--- src/rtl/lsu.sv ---
// lsu - load/store unit between the ALU and data memory of the RV32I core.
//
// Loads (opcode 0000011) and stores (opcode 0100011) use ALUResult as the
// byte address and run one word-wide transaction over a req/gnt/rvalid
// handshake. The unit forms byte strobes and lane-shifted write data, and
// sign- or zero-extends load results. It holds the pipeline (stall) until
// the access completes, then pulses done for one cycle.
//
// Configuration macro: LSU_MISALIGN_TRAP_EN
//   defined   : misaligned half/word accesses skip memory and finish with
//               done=misalign=1 for one cycle; load_data is left unchanged.
//   undefined : misalign is tied to 0 and the offending low address bits are
//               dropped (half uses lane & 2, word uses lane 0).
//
// Ports:
//   clk, rst          clock (rising edge), synchronous active-high reset
//   valid_in          instruction present in the stage
//   opcode_reg        instruction opcode
//   funct3_reg        access size / signedness
//   ALUResult         effective byte address
//   store_data        rs2 value for stores
//   stall             holds the upstream pipeline
//   done              one-cycle completion pulse
//   load_data         registered, extended load result
//   mem_req/mem_we    memory request / write enable
//   mem_addr          word-aligned memory address
//   mem_wdata         lane-shifted store data
//   mem_wstrb         byte-lane enables (zero for loads)
//   mem_gnt           request accepted this cycle
//   mem_rvalid        read data valid
//   mem_rdata         read word
//   misalign          misaligned-access flag (valid with done)

module lsu #(
  parameter int ADDR_W = 32
) (
  input  logic              clk,
  input  logic              rst,
  input  logic              valid_in,
  input  logic [6:0]        opcode_reg,
  input  logic [2:0]        funct3_reg,
  input  logic [31:0]       ALUResult,
  input  logic [31:0]       store_data,
  output logic              stall,
  output logic              done,
  output logic [31:0]       load_data,
  output logic              mem_req,
  output logic              mem_we,
  output logic [ADDR_W-1:0] mem_addr,
  output logic [31:0]       mem_wdata,
  output logic [3:0]        mem_wstrb,
  input  logic              mem_gnt,
  input  logic              mem_rvalid,
  input  logic [31:0]       mem_rdata,
  output logic              misalign
);

  localparam logic [6:0] OP_LOAD  = 7'b0000011;
  localparam logic [6:0] OP_STORE = 7'b0100011;
  localparam int         AW_IN    = (ADDR_W < 32) ? ADDR_W : 32;

  // state | meaning
  // IDLE  | waiting for a load/store; captures the access
  // REQ   | mem_req high, outputs held until mem_gnt
  // WAIT  | load granted, waiting for mem_rvalid
  // DONE  | one-cycle done pulse, no capture
  typedef enum logic [1:0] {
    IDLE = 2'd0,
    REQ  = 2'd1,
    WAIT = 2'd2,
    DONE = 2'd3
  } state_t;

  state_t state, state_next;

  logic              is_store;
  logic              is_mem_op;
  logic              size_byte;
  logic              size_half;
  logic              start_trap;
  logic              capture;
  logic              take_rdata;
  logic [1:0]        lane_eff;
  logic [ADDR_W-1:0] addr_word;
  logic [31:0]       wdata_sized;
  logic [31:0]       wdata_new;
  logic [3:0]        wstrb_new;

  logic [ADDR_W-1:0] addr_q;
  logic [1:0]        lane_q;
  logic [2:0]        funct3_q;
  logic              we_q;
  logic [31:0]       wdata_q;
  logic [3:0]        wstrb_q;

  logic [31:0]       rdata_shift;
  logic [31:0]       load_ext;

  // Decode of the incoming instruction, used only on the capture edge.
  always_comb begin
    is_store  = (opcode_reg == OP_STORE);
    is_mem_op = valid_in && ((opcode_reg == OP_LOAD) || is_store);
    size_byte = (funct3_reg[1:0] == 2'b00);
    size_half = (funct3_reg[1:0] == 2'b01);

    addr_word = '0;
    addr_word[AW_IN-1:0] = ALUResult[AW_IN-1:0];
    addr_word[1:0] = 2'b00;

    // Alignment-violating low bits are dropped for lane selection.
    if (size_byte) begin
      lane_eff = ALUResult[1:0];
    end else if (size_half) begin
      lane_eff = {ALUResult[1], 1'b0};
    end else begin
      lane_eff = 2'b00;
    end

    // Narrow values are replicated across the word before shifting, so the
    // addressed lanes always carry the value.
    if (size_byte) begin
      wdata_sized = {4{store_data[7:0]}};
      wstrb_new   = 4'b0001 << lane_eff;
    end else if (size_half) begin
      wdata_sized = {2{store_data[15:0]}};
      wstrb_new   = 4'b0011 << lane_eff;
    end else begin
      wdata_sized = store_data;
      wstrb_new   = 4'b1111;
    end
    wdata_new = wdata_sized << {lane_eff, 3'b000};

`ifdef LSU_MISALIGN_TRAP_EN
    start_trap = (size_half && ALUResult[0]) ||
                 (!size_byte && !size_half && (ALUResult[1:0] != 2'b00));
`else
    start_trap = 1'b0;
`endif
  end

  always_ff @(posedge clk) begin
    if (rst) begin
      state <= IDLE;
    end else begin
      state <= state_next;
    end
  end

  always_comb begin
    state_next = state;
    stall      = 1'b0;
    done       = 1'b0;
    mem_req    = 1'b0;
    capture    = 1'b0;
    take_rdata = 1'b0;
    case (state)
      IDLE: begin
        if (is_mem_op) begin
          stall      = 1'b1;
          capture    = 1'b1;
          state_next = start_trap ? DONE : REQ;
        end
      end
      REQ: begin
        stall   = 1'b1;
        mem_req = 1'b1;
        if (mem_gnt) begin
          state_next = we_q ? DONE : WAIT;
        end
      end
      WAIT: begin
        stall = 1'b1;
        if (mem_rvalid) begin
          take_rdata = 1'b1;
          state_next = DONE;
        end
      end
      DONE: begin
        done       = 1'b1;
        state_next = IDLE;
      end
      default: state_next = IDLE;
    endcase
  end

  // Memory-side outputs come from the captured access and are only
  // non-zero while the request is outstanding.
  always_comb begin
    mem_we    = 1'b0;
    mem_addr  = '0;
    mem_wdata = '0;
    mem_wstrb = '0;
    if (state == REQ) begin
      mem_we   = we_q;
      mem_addr = addr_q;
      if (we_q) begin
        mem_wdata = wdata_q;
        mem_wstrb = wstrb_q;
      end
    end
  end

  always_ff @(posedge clk) begin
    if (rst) begin
      addr_q   <= '0;
      lane_q   <= '0;
      funct3_q <= '0;
      we_q     <= 1'b0;
      wdata_q  <= '0;
      wstrb_q  <= '0;
    end else if (capture) begin
      addr_q   <= addr_word;
      lane_q   <= lane_eff;
      funct3_q <= funct3_reg;
      we_q     <= is_store;
      wdata_q  <= wdata_new;
      wstrb_q  <= wstrb_new;
    end
  end

  always_comb begin
    rdata_shift = mem_rdata >> {lane_q, 3'b000};
    case (funct3_q[1:0])
      2'b00: load_ext = funct3_q[2] ? {24'h000000, rdata_shift[7:0]}
                                    : {{24{rdata_shift[7]}}, rdata_shift[7:0]};
      2'b01: load_ext = funct3_q[2] ? {16'h0000, rdata_shift[15:0]}
                                    : {{16{rdata_shift[15]}}, rdata_shift[15:0]};
      default: load_ext = rdata_shift;
    endcase
  end

  always_ff @(posedge clk) begin
    if (rst) begin
      load_data <= '0;
    end else if (take_rdata) begin
      load_data <= load_ext;
    end
  end

`ifdef LSU_MISALIGN_TRAP_EN
  logic trap_q;

  always_ff @(posedge clk) begin
    if (rst) begin
      trap_q <= 1'b0;
    end else if (capture) begin
      trap_q <= start_trap;
    end
  end

  assign misalign = (state == DONE) && trap_q;
`else
  assign misalign = 1'b0;
`endif

endmodule

--- config.mk ---
export PLATFORM = sky130hd
export DESIGN_NAME = lsu
export DESIGN_NICKNAME = d
export VERILOG_FILES = /design/src/rtl/lsu.sv
export SDC_FILE = /design/constraint.sdc
export NUM_CORES = 1
export LEC_CHECK = 0
export ABC_AREA = 1
export CAP_MARGIN = 20
export CORE_AREA = 2 2 123 125
export CTS_CLUSTER_SIZE = 8
export DETAILED_ROUTE_END_ITERATION = 10
export DIE_AREA = 0 0 125 127
export PLACE_DENSITY = 0.73
export SYNTH_ARGS = -nofsm -noshare
export SYNTH_HDL_FRONTEND = slang
export SYNTH_SLANG_ARGS = --single-unit
export TNS_END_PERCENT = 10
--- constraint.sdc ---
create_clock -name clk -period 2.61 [get_ports clk]
set_clock_uncertainty 0.1 [all_clocks]
set_input_delay 0.522 -clock clk [delete_from_list [all_inputs] [get_ports clk]]
set_output_delay 0.522 -clock clk [all_outputs]
set_load 0.1 [all_outputs]
======== Yosys cells after proc, flatten, opt, wreduce, memory -nomap -nowiden ========
Cells that the tools add are included.
word-level totals
  bits in registers ....................... 106
  input port bits ......................... 111
  output and inout port bits .............. 105
  word-level logic and storage cells ...... 56
cells by class
  eq/ne operators ......................... 10
  shifts and indexed selects .............. 4
  muxes and demuxes ....................... 27
  reduce and logical (&&, ||, !) cells .... 7
operator list
  cell                                             count
  2-to-1 mux 32 bit                                7
  one-hot mux 32 bit (2 select lines)              1
  left shift 32 x 5 -> 32 bit                      1
  right shift 32 x 5 -> 32 bit                     1
  2-to-1 mux 4 bit                                 4
  2-to-1 mux 2 bit                                 5
  2-to-1 mux 1 bit                                 8
  one-hot mux 2 bit (4 select lines)               1
  == test 7 x 2 -> 1 bit, second input constant    1
  == test 7 x 6 -> 1 bit, second input constant    1
  == test 2 x 1 -> 1 bit, second input constant    3
  zero test 2 bit                                  3
  inequality test 2 bit, second input constant     3
  == test 2 bit, second input constant             2
  left shift 1 x 2 -> 4 bit, first input constant  1
  left shift 2 x 2 -> 4 bit, first input constant  1
  AND reduction 3 bit                              1
  one-hot mux 1 bit (2 select lines)               1
  OR reduction 2 bit                               1
  logical AND 1 bit                                1
  logical OR 1 bit                                 1

======== Longest topological paths before layout ========
Gate-level depths: netlist of run 1.
  word-level depth ........................ 6
  gate-level depth with buffers ........... 9

======== Worst setup path before layout of run 1 ========
Ideal clock, no wire load.
  path type ............................... register to output
  start ................................... register state[1]
  end ..................................... output mem_wdata[10]
  arrival time ............................ 3152 ps
  path slack .............................. -1164 ps
  stages on the path, launching flop included .. 7
  buffers on the path ..................... 2
  path through ............................ dfxtp_1 -> inv_1 -> ha_1 -> buf_2 -> nand2_1 -> clkbuf_1 -> nor2_1
on the way
  cells in the longest elaborated chain, start to end .. 2
RTL lines
  item                    RTL line  source
  start, declared         74        state_t state, state_next;
  start signal, assigned  145       state <= state_next;
  == test 2 x 1 -> 1 bit  193       if (state == REQ) begin
  2-to-1 mux 32 bit       193
  end, declared           50        output logic [31:0] mem_wdata,
Every way passes these cells.

======== Worst setup path in the final report of run 1 ========
  start ................................... register state[1]
  end ..................................... output mem_wstrb[3]
on the way
  cells in the longest elaborated chain, start to end .. 2
RTL lines
  item                    RTL line  source
  == test 2 x 1 -> 1 bit  193
  2-to-1 mux 4 bit        193
  end, declared           51        output logic [3:0] mem_wstrb,
Every way passes these cells.

==> impl_metrics.json, run 1 <==
{
  "die-area_um2": 15900,
  "synth_area_um2": 5740,
  "cts.path.max_buffers": 2,
  "layout-area-overhead-vs-synth_pct": 58.4,
  "slew_headroom": 0.586,
  "final.setup.tns_ns": 0,
  "grt_max_degree": 88,
  "antenna_found_initial": 0,
  "worstPathArrival_ns": 1.82,
  "die_height_um": 127,
  "dp_slack_ns": 0.131,
  "power_mw": 3.83,
  "start_util": 0.398,
  "synth.distinct_cells": 32,
  "peakVddDrop_v": 0.000284,
  "p_seq_frac": 0.433,
  "required_ns": 1.99,
  "synthTopCellsByArea": "dfxtp_1, nand2_1, nor2_1",
  "cts_made_buffers": 9,
  "path_cells": "inv_1 -> ha_4 -> nand2_4 -> buf_12 -> nor2_2 -> buf_12",
  "clk_pin_slew_ns": 0.07,
  "synthCells": 918,
  "synthMostInstantiatedCell": "nand2_1",
  "first_pass_iters": 6,
  "reg2reg_from": "state[0]$_SDFFE_PP0P_",
  "dp_hpwl_mm": 13.7,
  "final_layout_size_suffix_gt1_frac": 0.179,
  "cts_resized": 0,
  "ctsHoldBuffers": 0,
  "combPwrFrac": 0.207,
  "outcome": "complete, no violations",
  "whs_ns": 0.364,
  "maxCapViolCount": 0,
  "synth_edf_count": 0,
  "setup.worst_path.end": "mem_wstrb[3]",
  "core_um2": 14400,
  "dpl_cell_area_um2": 8800,
  "root_buffer": "clkbuf_16",
  "wl_per_cell_um": 14.2,
  "synthArstFlopShare": 0,
  "post-route-cell-area_um2": 9090,
  "synth_warnings": 0,
  "cp_max_fo": 17,
  "first_global_vias": 5711,
  "vias_per_cell": 4.87,
  "fmax_ghz": 0.409,
  "intPower_mw": 2.69,
  "start_kind": "register",
  "synth_top_area_share": 0.370,
  "worst_pin_slew_ns": 0.620,
  "ios": 216,
  "grt_pass1_wl_mm": 29.1,
  "crit_path_max_incr_delay_ns": 0.41,
  "setup.worst_path.start": "state[1]$_SDFFE_PP0P_",
  "htreeDepth": 3,
  "final_nets": 1216,
  "slew_viol_final": 0,
  "reg2reg_slack_ns": 0.53,
  "switching_share": 0.297,
  "p_leak_nw": 4.02,
  "ant_nets": 0,
  "switchingPower_mw": 1.14,
  "cts_tree": "done",
  "finalWorstSetupSlack_ns": 0.164,
  "die_width_um": 125,
  "finalSetupViolCount": 0,
  "ys_seq_area_frac": 0.370,
  "rsz0062_at_grt": "false",
  "critical_path.slowest_cell": "dfxtp_1",
  "p_clk_frac": 0.360,
  "postSynthAreaPerCell_um2": 6.25,
  "ys_top_cells_by_count": "nand2_1, nor2_1, inv_1, dfxtp_1, o21ai_0",
  "synth_top_area_cell": "dfxtp_1",
  "synth_flop_cell": "dfxtp_1",
  "hold_path.class": "register to register",
  "drtIter0Drc": 586,
  "port_buffers": 212,
  "reg2regPathDepth": 7,
  "hold_viol_final": 0,
  "gp_congestion": 0.963,
  "clk-insertion-delay-late_ns": 0.36,
  "grt.total_usage": 0.229,
  "worstSetupPathType": "register to primary output",
  "yosys_register_bits": 106,
  "fin_crit_sh": 0.937,
  "cts.sinks": 106,
  "num_rows": 44,
  "drc": 0,
  "endpoint_kind": "primary output",
  "p_per_area_nw_per_um2": 421,
  "globalRoute.totalOverflow": 0,
  "crit_top_cell": "buf_12",
  "drt-total-wl_mm": 18.4,
  "finalCriticalPeriod_ns": 2.45,
  "cts_setup_buffers": 0,
  "r2r-end": "wdata_q[14]$_SDFFE_PP0P_",
  "num_antenna_cells": 0,
  "dr_total_vias": 6273
}
-- registers in the layout, summed over array words and instances (netlist names) --
| register | cells |
|---|---|
| we_q | 1 |
| state | 2 |
| load_data | 32 |
| addr_q | 30 |
| funct3_q | 3 |
| wdata_q | 32 |
| wstrb_q | 4 |
| lane_q | 2 |
-- per-layer routing --
layer | GRT usage | share of wire
met5 | 0 | 0
met4 | 0.0843 | 0.026
met3 | 0.0456 | 0.070
met2 | 0.385 | 0.48
met1 | 0.293 | 0.42
-- worst max-delay path: cells and delay by family, from the launching register on --
kind | cells | cell delay, ns
DFF | 1 | 0.41
and+or+nand+nor | 2 | 0.30
adders and majority gates | 1 | 0.19
buffers and inverters | 3 | 0.57
-- logic make-up after synthesis --
family	count (synthesis)	share of synthesized area
AOI/OAI and AO/OA	161	0.145
adders and majority gates	5	0.0109
buffers and inverters	186	0.141
DFF	106	0.370
other	1	0.000653
and+or+nand+nor	459	0.333
-- cell type report --
cell class,instances,area [µm²]
repair buffers,227,2890
fillers,1333,5330
inverters,128,483
well taps,184,230
clock inverters,7,67.6
clock buffers,9,225
flip-flops and latches,106,2120
multi-input cells,628,3080
-- power by group through the flow --
stage / clock network [mW] / registers, mW / logic [mW]
after floorplan: 0 / 1.76 / 0.406
after global placement: 0 / 1.69 / 0.787
after detailed placement: 0 / 1.69 / 0.788
after CTS: 1.41 / 1.66 / 0.791
after global routing: 1.47 / 1.66 / 0.850
final: 1.38 / 1.66 / 0.790
-- layout by cell type, fill, tap and decap left out, types with 9 or more instances in the layout --
cell type	count
dfxtp_1	106
nor2_2	11
nand3_1	51
buf_12	73
inv_1	120
o21ai_1	10
o21ai_0	73
a21oi_1	65
buf_4	44
nor2_4	33
nand2_1	203
clkbuf_16	9
nor2_1	136
clkdlybuf4s50_1	109
-- stage by stage --
| stage | utilization | instances |
|---|---|---|
| floorplan | - | 920 |
| global placement | 0.610 | 1273 |
| detailed placement | 0.610 | 1273 |
| CTS | 0.631 | 1289 |
| global route | 0.631 | 1289 |
| finish | 0.631 | 1289 |
-- how the worst min path moves through the flow --
| stage | cells past startpoint | startpoint | to |
|---|---|---|---|
| floorplan | 2 | wdata_q[10]$_SDFFE_PP0P_ | wdata_q[10]$_SDFFE_PP0P_ |
| global placement | 2 | wdata_q[8]$_SDFFE_PP0P_ | wdata_q[8]$_SDFFE_PP0P_ |
| detailed placement | 2 | wdata_q[11]$_SDFFE_PP0P_ | wdata_q[11]$_SDFFE_PP0P_ |
| CTS | 2 | wdata_q[11]$_SDFFE_PP0P_ | wdata_q[11]$_SDFFE_PP0P_ |
| global route | 2 | wdata_q[8]$_SDFFE_PP0P_ | wdata_q[8]$_SDFFE_PP0P_ |
| finish | 2 | wdata_q[11]$_SDFFE_PP0P_ | wdata_q[11]$_SDFFE_PP0P_ |
Power figures use the tool's default switching activity.
==> inputs of run 2 (changes only) <==
- CORE_AREA: 2 2 123 125 -> 2 2 105 147
- DIE_AREA: 0 0 125 127 -> 0 0 107 149
- PLACE_DENSITY: 0.73 -> 0.72
- TNS_END_PERCENT: 10 -> 50
==> run 2 against run 1 <==
  * Sequential share of layout area up 0.061 points
  * Via count down 0.18%
  * Sequential power is essentially flat
  * Global-route usage is 0.26 points lower
  * Clock-buffer cell count grew 1
  * Non-clock buffer count is the same
  * Worst hold slack hardly changed
  * Core utilization shrank 1.7 points
  * Sequential cell count stayed put
  * Maximum frequency decreased by 2.0%
  * Critical endpoint is now mem_wdata[11]
  * Largest power group unchanged
  * Total power shrank 3.9%
  * Critical path depth unchanged
==> impl_metrics.json, run 2 (synthesis results as in run 1) <==
{
  "outcome": "complete, no violations",
  "finalCriticalPeriod_ns": 2.50,
  "rsz0062_at_grt": "false",
  "grt_max_degree": 88,
  "fin_util": 0.613,
  "core_um2": 14800,
  "clk-insertion-delay-late_ns": 0.34,
  "die_height_um": 149,
  "numPlacedInstances": 1281,
  "min_from": "wdata_q[12]$_SDFFE_PP0P_",
  "post-route-cell-area_um2": 9070,
  "drt-total-wl_mm": 18.2,
  "antenna_found_initial": 0,
  "dp_slack_ns": 0.196,
  "endpoint_kind": "primary output",
  "layout_commonest_cell": "nand2_1",
  "cts_setup_buffers": 0,
  "setup.worst_path.start": "state[1]$_SDFFE_PP0P_",
  "first_global_vias": 5945,
  "finalSetupViolCount": 0,
  "p_clk_frac": 0.335,
  "root_buffer": "clkbuf_16",
  "switching_share": 0.297,
  "p_leak_nw": 3.99,
  "grt_pass1_wl_mm": 28.7,
  "gp_congestion": 0.934,
  "ctsHoldBuffers": 0,
  "worst_pin_slew_ns": 0.606,
  "slew_viol_final": 0,
  "htreeDepth": 3,
  "path_cells": "inv_1 -> ha_4 -> nand2_4 -> buf_12 -> nor2_4 -> buf_12",
  "cts_resized": 0,
  "die_width_um": 107,
  "intPower_mw": 2.59,
  "dpl_cell_area_um2": 8810,
  "hold_path.class": "register to register",
  "dp_hpwl_mm": 13.5,
  "final.fill_count": 1391,
  "cp_max_fo": 17,
  "wl_per_cell_um": 14.1,
  "crit_top_cell": "buf_12",
  "peakVddDrop_v": 0.000280,
  "cts.path.max_buffers": 2,
  "power_mw": 3.68,
  "ant_nets": 0,
  "final_cell_mix": "nand2_1, nor2_1, inv_1",
  "hold_viol_final": 0,
  "switchingPower_mw": 1.09,
  "slew_headroom": 0.596,
  "num_rows": 53,
  "start_kind": "register",
  "cts.sinks": 106,
  "clk_pin_slew_ns": 0.07,
  "maxCapViolCount": 0,
  "drtIter0Drc": 251,
  "combPwrFrac": 0.215,
  "p_per_area_nw_per_um2": 405,
  "first_pass_iters": 5,
  "p_seq_frac": 0.451,
  "cts_tree": "done",
  "largestRegisters": "load_data: 32 flops, wdata_q: 32 flops, addr_q: 30 flops",
  "cts_made_buffers": 9,
  "required_ns": 1.99,
  "vias_per_cell": 4.84,
  "die-area_um2": 15900,
  "dr_total_vias": 6262,
  "worstSetupPathType": "register to primary output",
  "drc": 0,
  "final_layout_size_suffix_gt1_frac": 0.177,
  "critical_path.slowest_cell": "dfxtp_1",
  "num_antenna_cells": 0,
  "globalRoute.totalOverflow": 0,
  "start_util": 0.388,
  "finalWorstSetupSlack_ns": 0.115,
  "fin_cells": 1295,
  "port_buffers": 212,
  "grt.total_usage": 0.226,
  "layout-area-overhead-vs-synth_pct": 58.0,
  "ios": 216,
  "crit_path_max_incr_delay_ns": 0.41,
  "reg2reg_from": "lane_q[0]$_SDFFE_PP0P_",
  "final_nets": 1216,
  "fmax_ghz": 0.401,
  "fin_crit_sh": 0.956,
  "worstPathArrival_ns": 1.87
}
==> run 2: cell types whose count changed in the layout (fill, tap and decap cells not counted), sizes merged <==
cell and delta:
bufinv -1, clkbuf +1, clkinv -3, clkinvlp +1
==> run 2: cell type report <==
| type | count | area [µm²] | area share |
|---|---|---|---|
| Clock buffer | 10 | 229 | 0.0252 |
| Clock inverter | 4 | 30.0 | 0.00331 |
| Inverter | 128 | 483 | 0.0532 |
| Multi-Input combinational cell | 628 | 3080 | 0.339 |
| Sequential cell | 106 | 2120 | 0.234 |
| Tap cell | 192 | 240 | 0.0265 |
| Timing Repair Buffer | 227 | 2890 | 0.318 |
==> run 2: worst max-delay path: cells and delay by family, from the launching register on <==
family | cells | cell delay (ns)
buf+inv | 3 | 0.53
flops | 1 | 0.41
simple gates | 2 | 0.39
fa+ha+maj | 1 | 0.19
==> run 2: power groups by stage <==
stage                     logic [mW]  clock network, mW  registers, mW
after floorplan                0.406                  0           1.76
after global placement         0.783                  0           1.69
after detailed placement       0.785                  0           1.70
after CTS                      0.789               1.26           1.66
after global routing           0.852               1.32           1.66
final                          0.789               1.23           1.66
==> run 2: path summary, 6_finish.rpt <==
| check | endpoint | cells after the start | slack, ns |
|---|---|---|---|
| min reg2reg | wdata_q[12]$_SDFFE_PP0P_ | 2 | 0.36 |
| max | mem_wdata[11] | 6 | 0.11 |
| min | wdata_q[12]$_SDFFE_PP0P_ | 2 | 0.36 |
| max reg2reg | load_data[15]$_SDFFE_PP0P_ | 7 | 0.62 |
==> run 2: per-stage QoR <==
step,hold WS (ns),setup TNS [ns]
6_report,0.364,0
5_1_grt,0.376,0
4_1_cts,0.366,0
3_5_place_dp,0.356,0
3_3_place_gp,0.353,0
2_1_floorplan,0.345,-0.0155
==> run 2: layer usage <==
metal | part of all wire | track usage | vias up
met3 | 0.055 | 0.0415 | 51
li1 | - | - | 3184
met5 | 0 | 0 | -
met2 | 0.51 | 0.395 | 237
met4 | 0.040 | 0.108 | 0
met1 | 0.39 | 0.266 | 2790
